$ cat config.mk
export PLATFORM = sky130hd
export DESIGN_NAME = rom_dl_router
export DESIGN_NICKNAME = d
export VERILOG_FILES = /design/src/rtl/rom_dl_pkg.sv /design/src/rtl/rom_dl_fifo.sv /design/src/rtl/rom_dl_router.sv
export SDC_FILE = /design/constraint.sdc
export NUM_CORES = 1
export LEC_CHECK = 0
export CORE_ASPECT_RATIO = 1.2
export CORE_UTILIZATION = 43
export CTS_CLUSTER_DIAMETER = 50
export CTS_CLUSTER_SIZE = 16
export DETAILED_ROUTE_END_ITERATION = 8
export PLACE_DENSITY_LB_ADDON = 0.2
export REMOVE_ABC_BUFFERS = 1
export SYNTH_ARGS = -nofsm -noshare
export SYNTH_HDL_FRONTEND = slang
export SYNTH_SLANG_ARGS = --single-unit
$ cat constraint.sdc
create_clock -name clk_sys -period 3.8 [get_ports clk_sys]
set_input_delay 0.57 -clock clk_sys [delete_from_list [all_inputs] [get_ports clk_sys]]
set_output_delay 0.57 -clock clk_sys [all_outputs]
set_load 0.1 [all_outputs]
$ cat src/rtl/rom_dl_pkg.sv
// Shared types and widths for the ROM download router: the buffered write
// entry and the per-port byte packing mode.
package rom_dl_pkg;

    localparam int PORT_AW  = 23;
    localparam int IOCTL_AW = 25;

    typedef enum logic {
        PACK_LINEAR = 1'b0,
        PACK_SPLIT  = 1'b1
    } pack_mode_e;

    typedef struct packed {
        logic [1:0]         port;
        logic [PORT_AW-1:0] a;
        logic [1:0]         ds;
        logic [7:0]         d;
    } dl_entry_t;

endpackage

$ cat src/rtl/rom_dl_fifo.sv
// Small in-order FIFO of pending SDRAM word writes. A push into a full FIFO
// is taken only when a pop happens in the same cycle.
module rom_dl_fifo
    import rom_dl_pkg::*;
#(
    parameter int DEPTH = 4
) (
    input  logic                   clk_i,
    input  logic                   rst_ni,
    input  logic                   push_i,
    input  dl_entry_t              push_data_i,
    input  logic                   pop_i,
    output dl_entry_t              head_o,
    output logic                   full_o,
    output logic                   empty_o,
    output logic [$clog2(DEPTH):0] count_o
);

    localparam int AW = $clog2(DEPTH);
    localparam int CW = AW + 1;

    dl_entry_t         mem_q [DEPTH];
    logic [AW-1:0]     wr_ptr_q, wr_ptr_d;
    logic [AW-1:0]     rd_ptr_q, rd_ptr_d;
    logic [CW-1:0]     count_q, count_d;
    logic              push_ok, pop_ok;

    always_comb begin
        full_o   = (count_q == CW'(DEPTH));
        empty_o  = (count_q == '0);
        pop_ok   = pop_i && !empty_o;
        push_ok  = push_i && (!full_o || pop_ok);
        wr_ptr_d = push_ok ? wr_ptr_q + AW'(1) : wr_ptr_q;
        rd_ptr_d = pop_ok ? rd_ptr_q + AW'(1) : rd_ptr_q;
        count_d  = count_q + CW'(push_ok) - CW'(pop_ok);
        head_o   = mem_q[rd_ptr_q];
        count_o  = count_q;
    end

    always_ff @(posedge clk_i or negedge rst_ni) begin
        if (!rst_ni) begin
            wr_ptr_q <= '0;
            rd_ptr_q <= '0;
            count_q  <= '0;
        end else begin
            wr_ptr_q <= wr_ptr_d;
            rd_ptr_q <= rd_ptr_d;
            count_q  <= count_d;
        end
    end

    // Storage needs no reset: the pointers and count define what is valid.
    always_ff @(posedge clk_i) begin
        if (push_ok) begin
            mem_q[wr_ptr_q] <= push_data_i;
        end
    end

endmodule

$ cat src/rtl/rom_dl_router.sv
// Routes ioctl ROM download bytes to N SDRAM write ports by address region,
// packing bytes into strobed 16-bit writes buffered through a small FIFO.
module rom_dl_router
    import rom_dl_pkg::*;
#(
    parameter int                         NPORTS      = 2,
    parameter int                         FIFO_DEPTH  = 4,
    parameter logic [7:0]                 ROM_INDEX   = 8'd0,
    parameter logic [NPORTS*IOCTL_AW-1:0] REGION_BASE = {25'h10000, 25'h0},
    parameter logic [NPORTS-1:0]          SPLIT_MODE  = 2'b10,
    parameter int                         SPLIT_BIT   = 15
) (
    input  logic                        clk_sys,
    input  logic                        reset_n,
    input  logic                        ioctl_downl,
    input  logic [7:0]                  ioctl_index,
    input  logic                        ioctl_wr,
    input  logic [IOCTL_AW-1:0]         ioctl_addr,
    input  logic [7:0]                  ioctl_dout,
    output logic [NPORTS-1:0]           port_req,
    input  logic [NPORTS-1:0]           port_ack,
    output logic [NPORTS*PORT_AW-1:0]   port_a,
    output logic [NPORTS*2-1:0]         port_ds,
    output logic [NPORTS*16-1:0]        port_d,
    output logic [NPORTS-1:0]           port_we,
    output logic                        busy,
    output logic                        rom_loaded,
    output logic                        overflow
);

    localparam int CW = $clog2(FIFO_DEPTH) + 1;
    localparam logic [IOCTL_AW-1:0] LO_MASK = (IOCTL_AW'(1) << SPLIT_BIT) - IOCTL_AW'(1);

    logic                      wr_prev_q, downl_prev_q;
    logic                      accept, dl_start, dl_end;
    logic [1:0]                sel;
    logic [IOCTL_AW-1:0]       base, la;
    pack_mode_e                mode;
    dl_entry_t                 new_entry, head;
    logic                      fifo_full, fifo_empty;
    logic [CW-1:0]             fifo_count, count_d;
    logic [NPORTS-1:0]         idle;
    logic                      head_idle, dispatch, drop;
    logic [NPORTS-1:0]         port_req_q, port_req_d;
    logic [NPORTS*PORT_AW-1:0] port_a_q;
    logic [NPORTS*2-1:0]       port_ds_q;
    logic [NPORTS*16-1:0]      port_d_q;
    logic [NPORTS-1:0]         port_we_q;
    logic                      busy_q, busy_d;
    logic                      overflow_q, overflow_d;
    logic                      loaded_q, loaded_d;
    logic                      armed_q, armed_d;
    logic                      ended_q, ended_d;

    always_comb begin
        accept   = ioctl_wr && !wr_prev_q && ioctl_downl && (ioctl_index == ROM_INDEX);
        dl_start = ioctl_downl && !downl_prev_q && (ioctl_index == ROM_INDEX);
        dl_end   = downl_prev_q && !ioctl_downl;
    end

    // Region decode: bases ascend, so the last base not above the address wins.
    always_comb begin
        sel  = '0;
        base = '0;
        mode = PACK_LINEAR;
        for (int i = 0; i < NPORTS; i++) begin
            if (ioctl_addr >= REGION_BASE[i*IOCTL_AW +: IOCTL_AW]) begin
                sel  = 2'(i);
                base = REGION_BASE[i*IOCTL_AW +: IOCTL_AW];
                mode = pack_mode_e'(SPLIT_MODE[i]);
            end
        end
        la = ioctl_addr - base;

        new_entry      = '0;
        new_entry.port = sel;
        new_entry.d    = ioctl_dout;
        if (mode == PACK_SPLIT) begin
            // Drop the plane-select bit from the word address; it picks the lane.
            new_entry.a  = PORT_AW'((la >> (SPLIT_BIT + 1)) << SPLIT_BIT) | PORT_AW'(la & LO_MASK);
            new_entry.ds = {~la[SPLIT_BIT], la[SPLIT_BIT]};
        end else begin
            new_entry.a  = la[PORT_AW:1];
            new_entry.ds = {la[0], ~la[0]};
        end
    end

    rom_dl_fifo #(
        .DEPTH (FIFO_DEPTH)
    ) u_fifo (
        .clk_i       (clk_sys),
        .rst_ni      (reset_n),
        .push_i      (accept),
        .push_data_i (new_entry),
        .pop_i       (dispatch),
        .head_o      (head),
        .full_o      (fifo_full),
        .empty_o     (fifo_empty),
        .count_o     (fifo_count)
    );

    // Toggle handshake: a port owes an ack while port_req[i] != port_ack[i];
    // a new write is issued only to an idle port by flipping port_req[i].
    always_comb begin
        idle      = ~(port_req_q ^ port_ack);
        head_idle = 1'b0;
        for (int i = 0; i < NPORTS; i++) begin
            if (head.port == 2'(i)) begin
                head_idle = idle[i];
            end
        end
        dispatch   = !fifo_empty && head_idle;
        drop       = accept && fifo_full && !dispatch;
        port_req_d = port_req_q;
        for (int i = 0; i < NPORTS; i++) begin
            if (dispatch && head.port == 2'(i)) begin
                port_req_d[i] = ~port_req_q[i];
            end
        end
        count_d = fifo_count + CW'(accept && !drop) - CW'(dispatch);
        busy_d  = (count_d != '0) || (|(port_req_d ^ port_ack));
    end

    always_comb begin
        overflow_d = overflow_q;
        loaded_d   = loaded_q;
        armed_d    = armed_q;
        ended_d    = ended_q;
        if (dl_start) begin
            overflow_d = 1'b0;
            loaded_d   = 1'b0;
            armed_d    = 1'b1;
            ended_d    = 1'b0;
        end else if (armed_q) begin
            if ((ended_q || dl_end) && fifo_empty && (&idle)) begin
                loaded_d = 1'b1;
                armed_d  = 1'b0;
                ended_d  = 1'b0;
            end else if (dl_end) begin
                ended_d = 1'b1;
            end
        end
        if (drop) begin
            overflow_d = 1'b1;
        end
    end

    always_ff @(posedge clk_sys or negedge reset_n) begin
        if (!reset_n) begin
            wr_prev_q    <= 1'b0;
            downl_prev_q <= 1'b0;
            port_req_q   <= '0;
            port_a_q     <= '0;
            port_ds_q    <= '0;
            port_d_q     <= '0;
            port_we_q    <= '0;
            busy_q       <= 1'b0;
            overflow_q   <= 1'b0;
            loaded_q     <= 1'b0;
            armed_q      <= 1'b0;
            ended_q      <= 1'b0;
        end else begin
            wr_prev_q    <= ioctl_wr;
            downl_prev_q <= ioctl_downl;
            port_req_q   <= port_req_d;
            for (int i = 0; i < NPORTS; i++) begin
                if (dispatch && head.port == 2'(i)) begin
                    port_a_q[i*PORT_AW +: PORT_AW] <= head.a;
                    port_ds_q[i*2 +: 2]            <= head.ds;
                    port_d_q[i*16 +: 16]           <= {head.d, head.d};
                end
            end
            port_we_q    <= {NPORTS{ioctl_downl || busy_d}};
            busy_q       <= busy_d;
            overflow_q   <= overflow_d;
            loaded_q     <= loaded_d;
            armed_q      <= armed_d;
            ended_q      <= ended_d;
        end
    end

    assign port_req   = port_req_q;
    assign port_a     = port_a_q;
    assign port_ds    = port_ds_q;
    assign port_d     = port_d_q;
    assign port_we    = port_we_q;
    assign busy       = busy_q;
    assign overflow   = overflow_q;
    assign rom_loaded = loaded_q;

endmodule

==> metrics, run 1 <==
fmax 316.8 MHz; max-cap violations 0; Worst Hold Class in -> async; ys flop type edfxtp_1; Min Clock Period, post-route 3.157 ns; met1 GRT Util 19.20%; Core Util, Final 56.10%; DP HPWL 10100 um; GR Layer Usage met2 29.73%; number of port buffers 135; clock skew 0.01644 ns; layout cells sized above 1 17.65%; Rel. slew slack 33.88%; Final #Nets ~660; Setup-failing EPs final 0; GRT Total Usage 15.98%; initial core utilization 44.34%; largest net degree at the start of global routing 51; Die X approximately 130 um; final worst slack 0.6429 ns; Distinct cells, synth 40; Clock Tree Root clkbuf_16; first-pass GRT wire length 25610 um; Post-synth EDFFs 136; Clk pin slew, worst setup/hold paths 0.07 ns; Least-Margin Pin Slew 0.9888 ns; CTS tree built; final-report hold violation count 0; GRT overflow 0; vias in the first global route around 4700; Final ANT Viol Nets 0; class of the most critical setup path reg -> reg; DIE HEIGHT 158.4 um; Longest Clk Path Bufs 3; gr busiest metal met2; WL/cell 18.34 um; top post-synthesis cells by area edfxtp_1 (47%), dfrtp_1 (24%), mux4_2 (8.5%); most frequent cell after synthesis edfxtp_1; WL final 16010 um; TNS Setup 0 ns; crit path max fanout 4; Tcrit/Tclk final 83.08%; Synth top area share 46.62%; RD Place Congestion 0.7632; crit end category register; # DRC 0; register area share after synthesis 70.32%; ant diodes 0; Sink Count about 220; 1st-pass router iterations 4; CTS resizes 0; Final Max Slew Viols 0; post-CTS setup buffers 0; status complete, no violations; DP Worst Slack 0.2696 ns; Synth async-reset ratio 37.90%; IO Count ~140; initial antenna violation count 0; CP arrival 3.54 ns; DR iter-0 viols 127; TritonCTS Buffers 20; flops & latches, synth approximately 220; worst path required time between 4 and 5 ns; Startpoint Class register; hold slack between 0.09 and 0.1 ns; htree depth 1; core area 19760 sq um; Yosys warning count 0; Die Footprint 20950 sq um; Worst-Skew Late Latency ~0.5 ns; P&R area growth vs syn 26.53%; unrepaired setup endpoints after global routing false; global routing usage on met3 2.579%; site row count 56; Cell Area, Synth 8761 sq um; Hold Buf Count CTS 0; syn_area_per_cell around 19 sq um; Synth area leader edfxtp_1; vias post-DR 4467; vias per cell 5.117; top cells by count, synth edfxtp_1 (136), dfrtp_1 (83), mux2_1 (60), mux4_2 (33), mux2_2 (21); synthesized netlist cell count ~470
[cell usage in the layout (no fill, tap or decap), types with 4 or more instances in the layout]
cell type,netlist,final
and2_2,0,4
buf_12,0,4
buf_4,20,7
clkbuf_16,0,22
clkdlybuf4s50_1,0,134
dfrtp_1,83,81
edfxtp_1,136,136
ha_1,10,10
inv_1,14,14
mux2_1,60,60
mux2_2,21,21
mux4_2,33,33
nand2_1,6,6
nor2_1,7,7
nor3_1,4,4
xnor2_1,8,8
xor2_1,7,7
[critical path, stage by stage (launching register included)]
cell and delay [ns]:
dfrtp_2 0.37, mux4_2 0.56, mux2i_1 0.23, a2111oi_0 0.48
ha_1 0.24, fa_1 0.40, or4_1 0.55, or2_1 0.22
[layout make-up]
cell class | instances | area, sq um
Fill cell | 1573 | 8673
Sequential cell | 219 | 6163
Multi-Input combinational cell | 198 | 2336
Timing Repair Buffer | 145 | 1474
Clock buffer | 28 | 603.1
Tap cell | 261 | 326.6
Clock inverter | 8 | 130.1
Inverter | 14 | 52.55
[layer usage]
metal	part of all wire, %	wire length (um)	vias up
li1	-	-	2020
met1	41	6487	2298
met2	53	8543	128
met3	4.6	743	21
met4	1.5	238	0
met5	0	0	-
[metrics by stage]
step           cell area, sq um  std cells
2_1_floorplan              8538        431
3_3_place_gp              10350        837
3_5_place_dp              10350        837
4_1_cts                   11090        873
5_1_grt                   11090        873
6_report                  11090        873
[registers in the layout, summed over array words and instances, names as in the netlist]
signal / count
u_fifo.mem_q: 136
port_ds: 4
port_a: 46
u_fifo.rd_ptr_q: 2
port_req: 2
u_fifo.wr_ptr_q: 2
busy: 1
armed_q: 1
u_fifo.count_o: 3
port_d: 16
wr_prev_q: 1
rom_loaded: 1
overflow: 1
downl_prev_q: 1
port_we: 1
ended_q: 1
[cell families after synthesis]
| family | after synthesis | synth area share, % |
|---|---|---|
| and+or+nand+nor | 43 | 2.656 |
| DFF | 219 | 70.32 |
| adders and majority gates | 12 | 1.885 |
| muxes | 117 | 19.48 |
| xor gates and xnor gates | 15 | 1.500 |
| AOI/OAI and AO/OA | 11 | 1.014 |
| buffers and inverters | 49 | 3.142 |
[path summary, 6_finish.rpt]
| kind | start | end | slack (ns) | cells past startpoint |
|---|---|---|---|---|
| worst max-delay path | u_fifo.rd_ptr_q[0]$_DFFE_PN0P_ | port_we[0]$_DFF_PN0_ | 0.64 | 7 |
| worst min-delay path | reset_n | port_d[8]$_DFFE_PN0P_ | 0.09 | 1 |
| worst max register to register | u_fifo.rd_ptr_q[0]$_DFFE_PN0P_ | port_we[0]$_DFF_PN0_ | 0.64 | 7 |
| worst min register to register | port_a[22]$_DFFE_PN0P_ | port_a[22]$_DFFE_PN0P_ | 0.48 | 1 |
| max in group asynchronous | reset_n | port_a[0]$_DFFE_PN0P_ | 2.75 | 2 |
| min in group clk_sys | port_a[22]$_DFFE_PN0P_ | port_a[22]$_DFFE_PN0P_ | 0.48 | 1 |
Power of run 1 is left out: the tool's default activity adds up to more than one toggle a clock period on the data nets, which glitch-free logic cannot reach.
==> run 2: changes to the inputs <==
clock period = 2.55 ns   (was 3.8 ns; I/O delays follow)
==> run 2 against run 1 <==
The run now ends with negative setup slack left. Non-clock buffer count increased by 47. Global-route usage up 1.5 points. Final area rose by 3.7%.
==> metrics, run 2 (same netlist as run 1, synthesis figures left out) <==
P&R area growth vs syn 31.19%; TNS Setup -1.625 ns (-1.625 ns); Worst path slowest cell mux4_2; Longest Clk Path Bufs 3 (unchanged); clock skew 0.02469 ns (+0.008248 ns); TritonCTS Buffers 21 (+5.0%); DIE HEIGHT 158.4 um (unchanged); Die Footprint 20950 sq um (unchanged); layout cells sized above 1 37.52% (+20 points); Die X 132.3 um (unchanged); GRT Total Usage 17.49% (+1.5 points); Clock Tree Root clkbuf_16; met1 GRT Util 21.07% (+1.9 points); commonest non-fill, non-tap cell in the layout edfxtp_1; gr busiest metal met2; DP Worst Slack -0.7201 ns (-0.9897 ns); Tcrit/Tclk final 122.9% (+40 points); DR iter-0 viols 238 (+87%); Final Max Slew Viols 0 (unchanged); Worst R2R Start u_fifo.rd_ptr_q[0]$_DFFE_PN0P_; R2R Setup Slk -0.58 ns (-1.23 ns); class of the most critical setup path reg -> reg; Crit path top cell by count or2_1; vias in the first global route 4958 (+6.1%); vias per cell 5.116 (about the same); R2R depth 9 (+2); initial core utilization 44.34% (unchanged); WL/cell 20.11 um (+9.6%); ant diodes 0 (unchanged); status complete, but fails checks; site row count 56 (unchanged); Least-Margin Pin Slew 0.7154 ns (-0.2734 ns); Worst-Skew Late Latency 0.51 ns (about the same); Worst Hold Class in -> async; Final ANT Viol Nets 0 (unchanged); final-report hold violation count 0 (unchanged); final worst slack -0.5841 ns (-1.227 ns); most frequent cells in the layout edfxtp_1 (136), buf_4 (120), dfrtp_1 (81), mux2_1 (60), clkdlybuf4s50_1 (45); Min Clock Period, post-route 3.134 ns (-0.02296 ns); Final #Nets 705 (+7.3%); unrepaired setup endpoints after global routing true; Clk pin slew, worst setup/hold paths 0.06 ns (about the same); max-cap violations 0 (unchanged); # DRC 0 (unchanged); CTS tree built; worst reg2reg path endpoint port_we[0]$_DFF_PN0_; 1st-pass router iterations 4 (unchanged); htree depth 1 (unchanged); failing checks negative setup slack; critical path cell sequence mux4_2, and3_4, or2_1, ha_1, inv_1, ha_2, fa_1, or4_4, or2_1; Startpoint Class register; number of port buffers 135 (unchanged); largest register by flop count u_fifo.mem_q; Sink Count 219 (unchanged); initial antenna violation count 0 (unchanged); number of flip-flops in the largest register 136 (unchanged); CP arrival 3.51 ns (-0.03 ns); DP HPWL 10870 um (+7.7%); worst path required time 2.92 ns (-1.26 ns); global routing usage on met3 2.388% (-0.19 points); GRT overflow 0 (unchanged); core area 19760 sq um (unchanged); IO Count 136 (unchanged); fmax 319.1 MHz (+0.73%); WL final 18540 um (+16%); slowest stage delay, CP 0.56 ns (about the same); vias post-DR 4717 (+5.6%); crit end category register; Rel. slew slack 52.31% (+18 points); Setup-failing EPs final 67 (+67); RD Place Congestion 0.7510 (-1.6%); largest net degree at the start of global routing 40 (-22%); first-pass GRT wire length 27390 um (+7.0%); GR Layer Usage met2 32.60% (+2.9 points); crit path max fanout 4 (unchanged)
run 2: changes by cell type in the layout (fill, tap and decap cells not counted), moves of 3 or more:
cell,delta
buf_4,+113
clkdlybuf4s50_1,-89
clkbuf_16,+8
buf_12,+6
buf_6,+6
and2_2,-4
and2_4,+4
clkbuf_8,-3
run 2: what timing repair did:
| item | in CTS | in global routing |
|---|---|---|
| hold buffers | 1 | 0 |
| hold endpoints to repair | 37 | 0 |
| setup endpoints to repair | 4 | 140 |
| setup buffers | 5 | 5 |
| gates cloned | 2 | 11 |
| pin swaps | 3 | 11 |
| gates resized for setup | 13 | 9 |
run 2: worst max path at each step:
| stage | startpoint | to | cells after the start |
|---|---|---|---|
| final | u_fifo.rd_ptr_q[0]$_DFFE_PN0P_ | port_we[0]$_DFF_PN0_ | 9 |
| after global routing | u_fifo.rd_ptr_q[0]$_DFFE_PN0P_ | port_we[0]$_DFF_PN0_ | 10 |
| after CTS | u_fifo.rd_ptr_q[0]$_DFFE_PN0P_ | port_we[0]$_DFF_PN0_ | 9 |
| after detailed placement | port_ack[1] | port_we[0]$_DFF_PN0_ | 10 |
| after global placement | port_ack[1] | port_we[0]$_DFF_PN0_ | 10 |
| after floorplan | u_fifo.rd_ptr_q[0]$_DFFE_PN0P_ | port_we[0]$_DFF_PN0_ | 9 |
run 2: area by class of cell:
class                      instances  area (sq um)
timing repair buffer             192          1894
tap                              261         326.6
multi-input combinational        198          2369
clock inverter                    12         122.6
inverter                          14         52.55
clock buffer                      26         565.5
fill                            1578          8265
sequential                       219          6163
run 2: per-layer routing:
metal  vias to the layer above  part of all wire, %
met5                         -                    0
met4                         0                  1.5
met3                        18                  4.3
met2                       136                   54
met1                      2433                   40
li1                       2130                    -
run 2: metrics by stage:
step / instances / utilization [%] / hold slack (ns) / cell area, sq um
after detailed placement: 862 / 52.53 / 0.4033 / 10380
after floorplan: 431 / - / 0.08691 / 8538
final: 922 / 58.17 / 0.3999 / 11490
after global placement: 862 / 52.53 / 0.3999 / 10380
after global routing: 922 / 58.17 / 0.4118 / 11490
after CTS: 908 / 56.85 / 0.3947 / 11230
run 2: critical path, delay by kind of cell, from the launching register on:
family	cells	cell delay, ns
simple gates	4	1.14
flops	1	0.38
buf+inv	1	0.05
mux	1	0.56
fa+ha+maj	3	0.87
Power of run 2 is left out for the same reason.
==> patch 1, RTL diff (config.mk and constraints of run 1) <==
Make the reset (`reset_n` and `rst_ni`) synchronous in 2 clocked blocks.
--- a/src/rtl/rom_dl_fifo.sv
+++ b/src/rtl/rom_dl_fifo.sv
@@ -37,7 +37,7 @@
         count_o  = count_q;
     end
 
-    always_ff @(posedge clk_i or negedge rst_ni) begin
+    always_ff @(posedge clk_i) begin
         if (!rst_ni) begin
             wr_ptr_q <= '0;
             rd_ptr_q <= '0;
--- a/src/rtl/rom_dl_router.sv
+++ b/src/rtl/rom_dl_router.sv
@@ -145,7 +145,7 @@
         end
     end
 
-    always_ff @(posedge clk_sys or negedge reset_n) begin
+    always_ff @(posedge clk_sys) begin
         if (!reset_n) begin
             wr_prev_q    <= 1'b0;
             downl_prev_q <= 1'b0;
Check against the original RTL: differs if reset_n is asserted again (counterexample within 4 cycles, from zero or initial values and one cycle with reset_n low); with reset_n held inactive, the same outputs for 4 cycles.
==> patch 1 against run 1 <==
Routed wire length grew 15%; count of clock-buffer cells in the layout shrank 2; sequential cell count grew 2; global-route usage grew 2.0 points; register-to-register slack gained 280 ps; highest routed layer unchanged; maximum frequency grew 7.5%; worst setup slack gained 220 ps; area after synthesis grew 1.2%; utilization shrank 1.5 points; design area shrank 0.32%.
==> patch 1: results (changes against run 1) <==
Timing
  • Period Utilization, post-route: 0.773 (-0.0577)
  • Clk_skew: 12.2 ps (-4.22 ps)
  • Actual slew at the worst max-slew pin: 995 ps (+6.25 ps)

Setup path
  • Cell family with most CP delay: simple AND/OR/NAND/NOR gates
  • Crit-path slowest cell: or4_4
  • Crit path max fanout: 3 (-1)
  • Crit path arrival time: 3320 ps (-220 ps)
  • R2R Setup Slk: 920 ps (+280 ps)

Yosys
  • Sequential share of the synthesized area: 0.653 (-0.0505)
  • Most frequent cells after synthesis: nand2_1 (140), edfxtp_1 (136), dfxtp_1 (85), a21boi_0 (37), mux4_2 (34)
  • Synth warnings: 0 (unchanged)
  • Area contributors post-synth: edfxtp_1 (46%), dfxtp_1 (19%), mux4_2 (8.6%)
  • Post-synthesis cell type count: 38 (-5.0%)
  • Asr flop ratio synth: 0 (-0.379)

Finish
  • Fillers: 1,694 (+7.7%)
  • Share of post-route cells with drive strength above 1: 0.147 (-0.0297)
  • # diodes: 0 (unchanged)

Clock tree
  • Inserted Clock Buffers: 21 (+5.0%)

Detailed routing
  • Initial DRC Count: 288 (+130%)
  • DR vias: 5,312 (+19%)
  • Via/cell ratio: 5.13 (+0.30%)
  • Post-Route WL: 18,400 um (+15%)

Placement
  • DP HPWL: 12,000 um (+19%)
  • Placed instance count: 998 (+19%)
  • DP Worst Slack: 378 ps (+109 ps)

Status
  • Outcome: finished clean

Worst hold path
  • Hold crit path type: reg -> reg

Global route
  • Vias in the first global route: 5,636 (+21%)
  • First-pass GRT wire length: 29,800 um (+16%)
  • Tot GR Track Use: 0.180 (+0.0200)
==> patch 1: area by class of cell <==
cell class	count	area, sq um	area share
clock buffers	26	576	0.0521
clock inverters	11	110	0.00996
inverters	14	52.6	0.00476
multi-input cells	348	2730	0.247
flip-flops and latches	221	5790	0.524
well taps	265	332	0.0300
repair buffers	150	1460	0.132
==> patch 1: path summary, 6_finish.rpt <==
check / startpoint / endpoint / cells past startpoint
worst max-delay path: ioctl_index[1] / port_we[0] / 9
worst min-delay path: port_a[0] / port_a[0] / 2
worst max register to register: u_fifo.mem_q[3][33] / port_we[0] / 10
worst min register to register: port_a[0] / port_a[0] / 2
==> patch 1: through the flow <==
step | setup TNS (ps) | hold WS (ps) | total power, mW | instance area (sq um)
after global placement | 0 | 443 | 5.23 | 10400
after floorplan | -36030 | 445 | 4.63 | 8560
after global routing | 0 | 471 | 7.58 | 11100
after CTS | 0 | 455 | 7.36 | 11100
final | 0 | 455 | 7.28 | 11100
after detailed placement | 0 | 446 | 5.27 | 10400
==> patch 1: layer usage <==
metal,GRT usage,up-vias,part of all wire
met5,0,-,0
met4,0.0538,0,0.019
met3,0.0239,29,0.048
met2,0.326,143,0.52
met1,0.221,2647,0.41
li1,-,2493,-
==> patch 1: cell families after synthesis <==
| kind of cell | Yosys count | synth area share |
|---|---|---|
| simple gates | 191 | 0.0982 |
| buf+inv | 63 | 0.0402 |
| compound gates | 76 | 0.0641 |
| xor+xnor | 14 | 0.0138 |
| fa+ha+maj | 12 | 0.0186 |
| flops | 221 | 0.653 |
| mux | 55 | 0.112 |
==> patch 1: where the power goes <==
part | internal [mW] | switching [mW]
clock | 1.16 | 0.911
sequential | 2.69 | 0.0934
combinational | 0.693 | 1.72
==> patch 2, RTL diff (flow settings as in run 1) <==
Made on the original files. The parameter `FIFO_DEPTH` goes from 4 to 2.
--- a/src/rtl/rom_dl_router.sv
+++ b/src/rtl/rom_dl_router.sv
@@ -4,7 +4,7 @@
     import rom_dl_pkg::*;
 #(
     parameter int                         NPORTS      = 2,
-    parameter int                         FIFO_DEPTH  = 4,
+    parameter int                         FIFO_DEPTH  = 2,
     parameter logic [7:0]                 ROM_INDEX   = 8'd0,
     parameter logic [NPORTS*IOCTL_AW-1:0] REGION_BASE = {25'h10000, 25'h0},
     parameter logic [NPORTS-1:0]          SPLIT_MODE  = 2'b10,
Behaviour: not the same (Yosys sat finds a counterexample within 10 cycles, from zero or initial values and one cycle with reset_n low).
==> patch 2 against run 1 <==
Worst setup slack better by 390 ps; count of clock-buffer cells in the layout down 6; area after synthesis down 32%; design area decreased by 28%; clock skew is 9.4 ps lower; global-route usage is 1.3 points higher; sequential cell count fell by 71; routed wire length fell by 28%; final cell count fell by 16%; highest routed layer unchanged.
Power is left out: the tool's default activity adds up to more than one toggle a clock period on the data nets, which glitch-free logic cannot reach.
==> patch 2: results (changes against run 1) <==
Finish
  • Share of post-route cells with drive strength above 1: 0.176 (-0.000627)
  • Fillers: 1,094 (-30%)
  • Number of flip-flops in the largest register: 68 (-50%)
  • Final net count: 604 (-8.1%)

Detailed routing
  • Via/cell ratio: 5.00 (-2.2%)
  • DR WL/cell: 15.9 um (-13%)
  • Initial DRC Count: 167 (+31%)

Yosys
  • Asr flop ratio synth: 0.541 (+0.162)
  • Adder-cell area share of the yosys netlist: 0.0146 (-0.00421)
  • Area contributors post-synth: edfxtp_1 (34%), dfrtp_1 (33%), mux2_2 (8.7%)
  • Portion of netlist area occupied by mux cells: 0.132 (-0.0631)
  • XOR/XNOR share of the synthesized area: 0.0220 (+0.00696)
  • Sequential share of the synthesized area: 0.676 (-0.0274)
  • Most used DFF post-synth: dfrtp_1
  • Synth Area in Compound Gates: 0.0508 (+0.0407)
  • Post-synthesis cell type count: 34 (-15%)

Clock tree
  • Worst skew pair latency: 410 ps (-90 ps)
  • H-tree depth: 4 (+3)
  • Inserted Clock Buffers: 17 (-15%)

Placement
  • DP Area: 0.00741 sq mm (-28%)
  • Gpl congestion: 0.742 (-2.8%)

Global route
  • Vias in the first global route: 3,749 (-20%)
  • Tot GR Track Use: 0.173 (+0.0131)
  • First-pass GRT wire length: 18,700 um (-27%)
  • Largest net degree at the start of global routing: 81 (+59%)

Timing
  • Clk_skew: 7.08 ps (-9.36 ps)

Status
  • Outcome: finished clean

Setup path
  • Worst reg-to-reg path cell count: 5 (-2)
  • Reg2reg start: u_fifo.rd_ptr_q
  • Crit path launch type: input pin
  • R2R Setup Slk: 1170 ps (+530 ps)
  • Setup crit start: port_ack[1]
  • Worst Setup EP: port_we[0]
## patch 2: changes by cell type in the layout (fill, tap and decap cells not counted), moves of 6 or more
cell	delta
mux2_1	-60
or2_2	+6
a21oi_1	+45
nor2_1	+45
mux2_2	+25
mux4_2	-33
mux2i_1	+23
edfxtp_1	-68
## patch 2: cell type report
class / instances / area share
clock buffers: 22 / 0.0621
clock inverters: 10 / 0.00894
inverters: 9 / 0.00424
multi-input cells: 233 / 0.215
flip-flops and latches: 148 / 0.507
well taps: 168 / 0.0264
repair buffers: 141 / 0.176
## patch 2: critical path, cell delays in order
cell and delay [ps]:
clkdlybuf4s50_1 490, xor2_1 310, nor3b_2 110, or2_2 320
ha_1 290, inv_1 50, ha_1 280, nor4_1 280
nand2_1 90, or2_2 270
## patch 2: logic make-up (layout without fill, tap and decap cells)
| family | Yosys count | count (layout) |
|---|---|---|
| xor+xnor | 15 | 15 |
| buf+inv | 43 | 182 |
| mux | 72 | 72 |
| fa+ha+maj | 7 | 7 |
| simple gates | 85 | 85 |
| compound gates | 54 | 54 |
| flops | 148 | 148 |
## patch 2: how the worst min path moves through the flow
stage / startpoint / endpoint / slack, ps
6_report: reset_n / port_we[0] / 340
5_1_grt: reset_n / busy / 430
4_1_cts: reset_n / port_we[0] / 380
3_5_place_dp: port_a[40] / port_a[40] / 490
3_3_place_gp: armed_q / ended_q / 490
2_1_floorplan: reset_n / armed_q / 270
## patch 2: layer usage
| metal | wire (um) | global-route usage | part of all wire | vias up |
|---|---|---|---|---|
| li1 | - | - | - | 1743 |
| met1 | 4810 | 0.210 | 0.41 | 1792 |
| met2 | 6020 | 0.289 | 0.52 | 107 |
| met3 | 571 | 0.0466 | 0.049 | 16 |
| met4 | 205 | 0.0667 | 0.018 | 0 |
| met5 | 0 | 0 | 0 | - |
## patch 2: metrics by stage
step           setup slack (ps)  TNS [ps]  hold WS [ps]  std cells  utilization
6_report                   1030         0           335        731        0.595
5_1_grt                     890         0           432        731        0.595
4_1_cts                    1040         0           376        731        0.595
3_5_place_dp                627         0           495        699        0.552
3_3_place_gp                675         0           487        699        0.552
2_1_floorplan             -2720   -128470           274        390            -
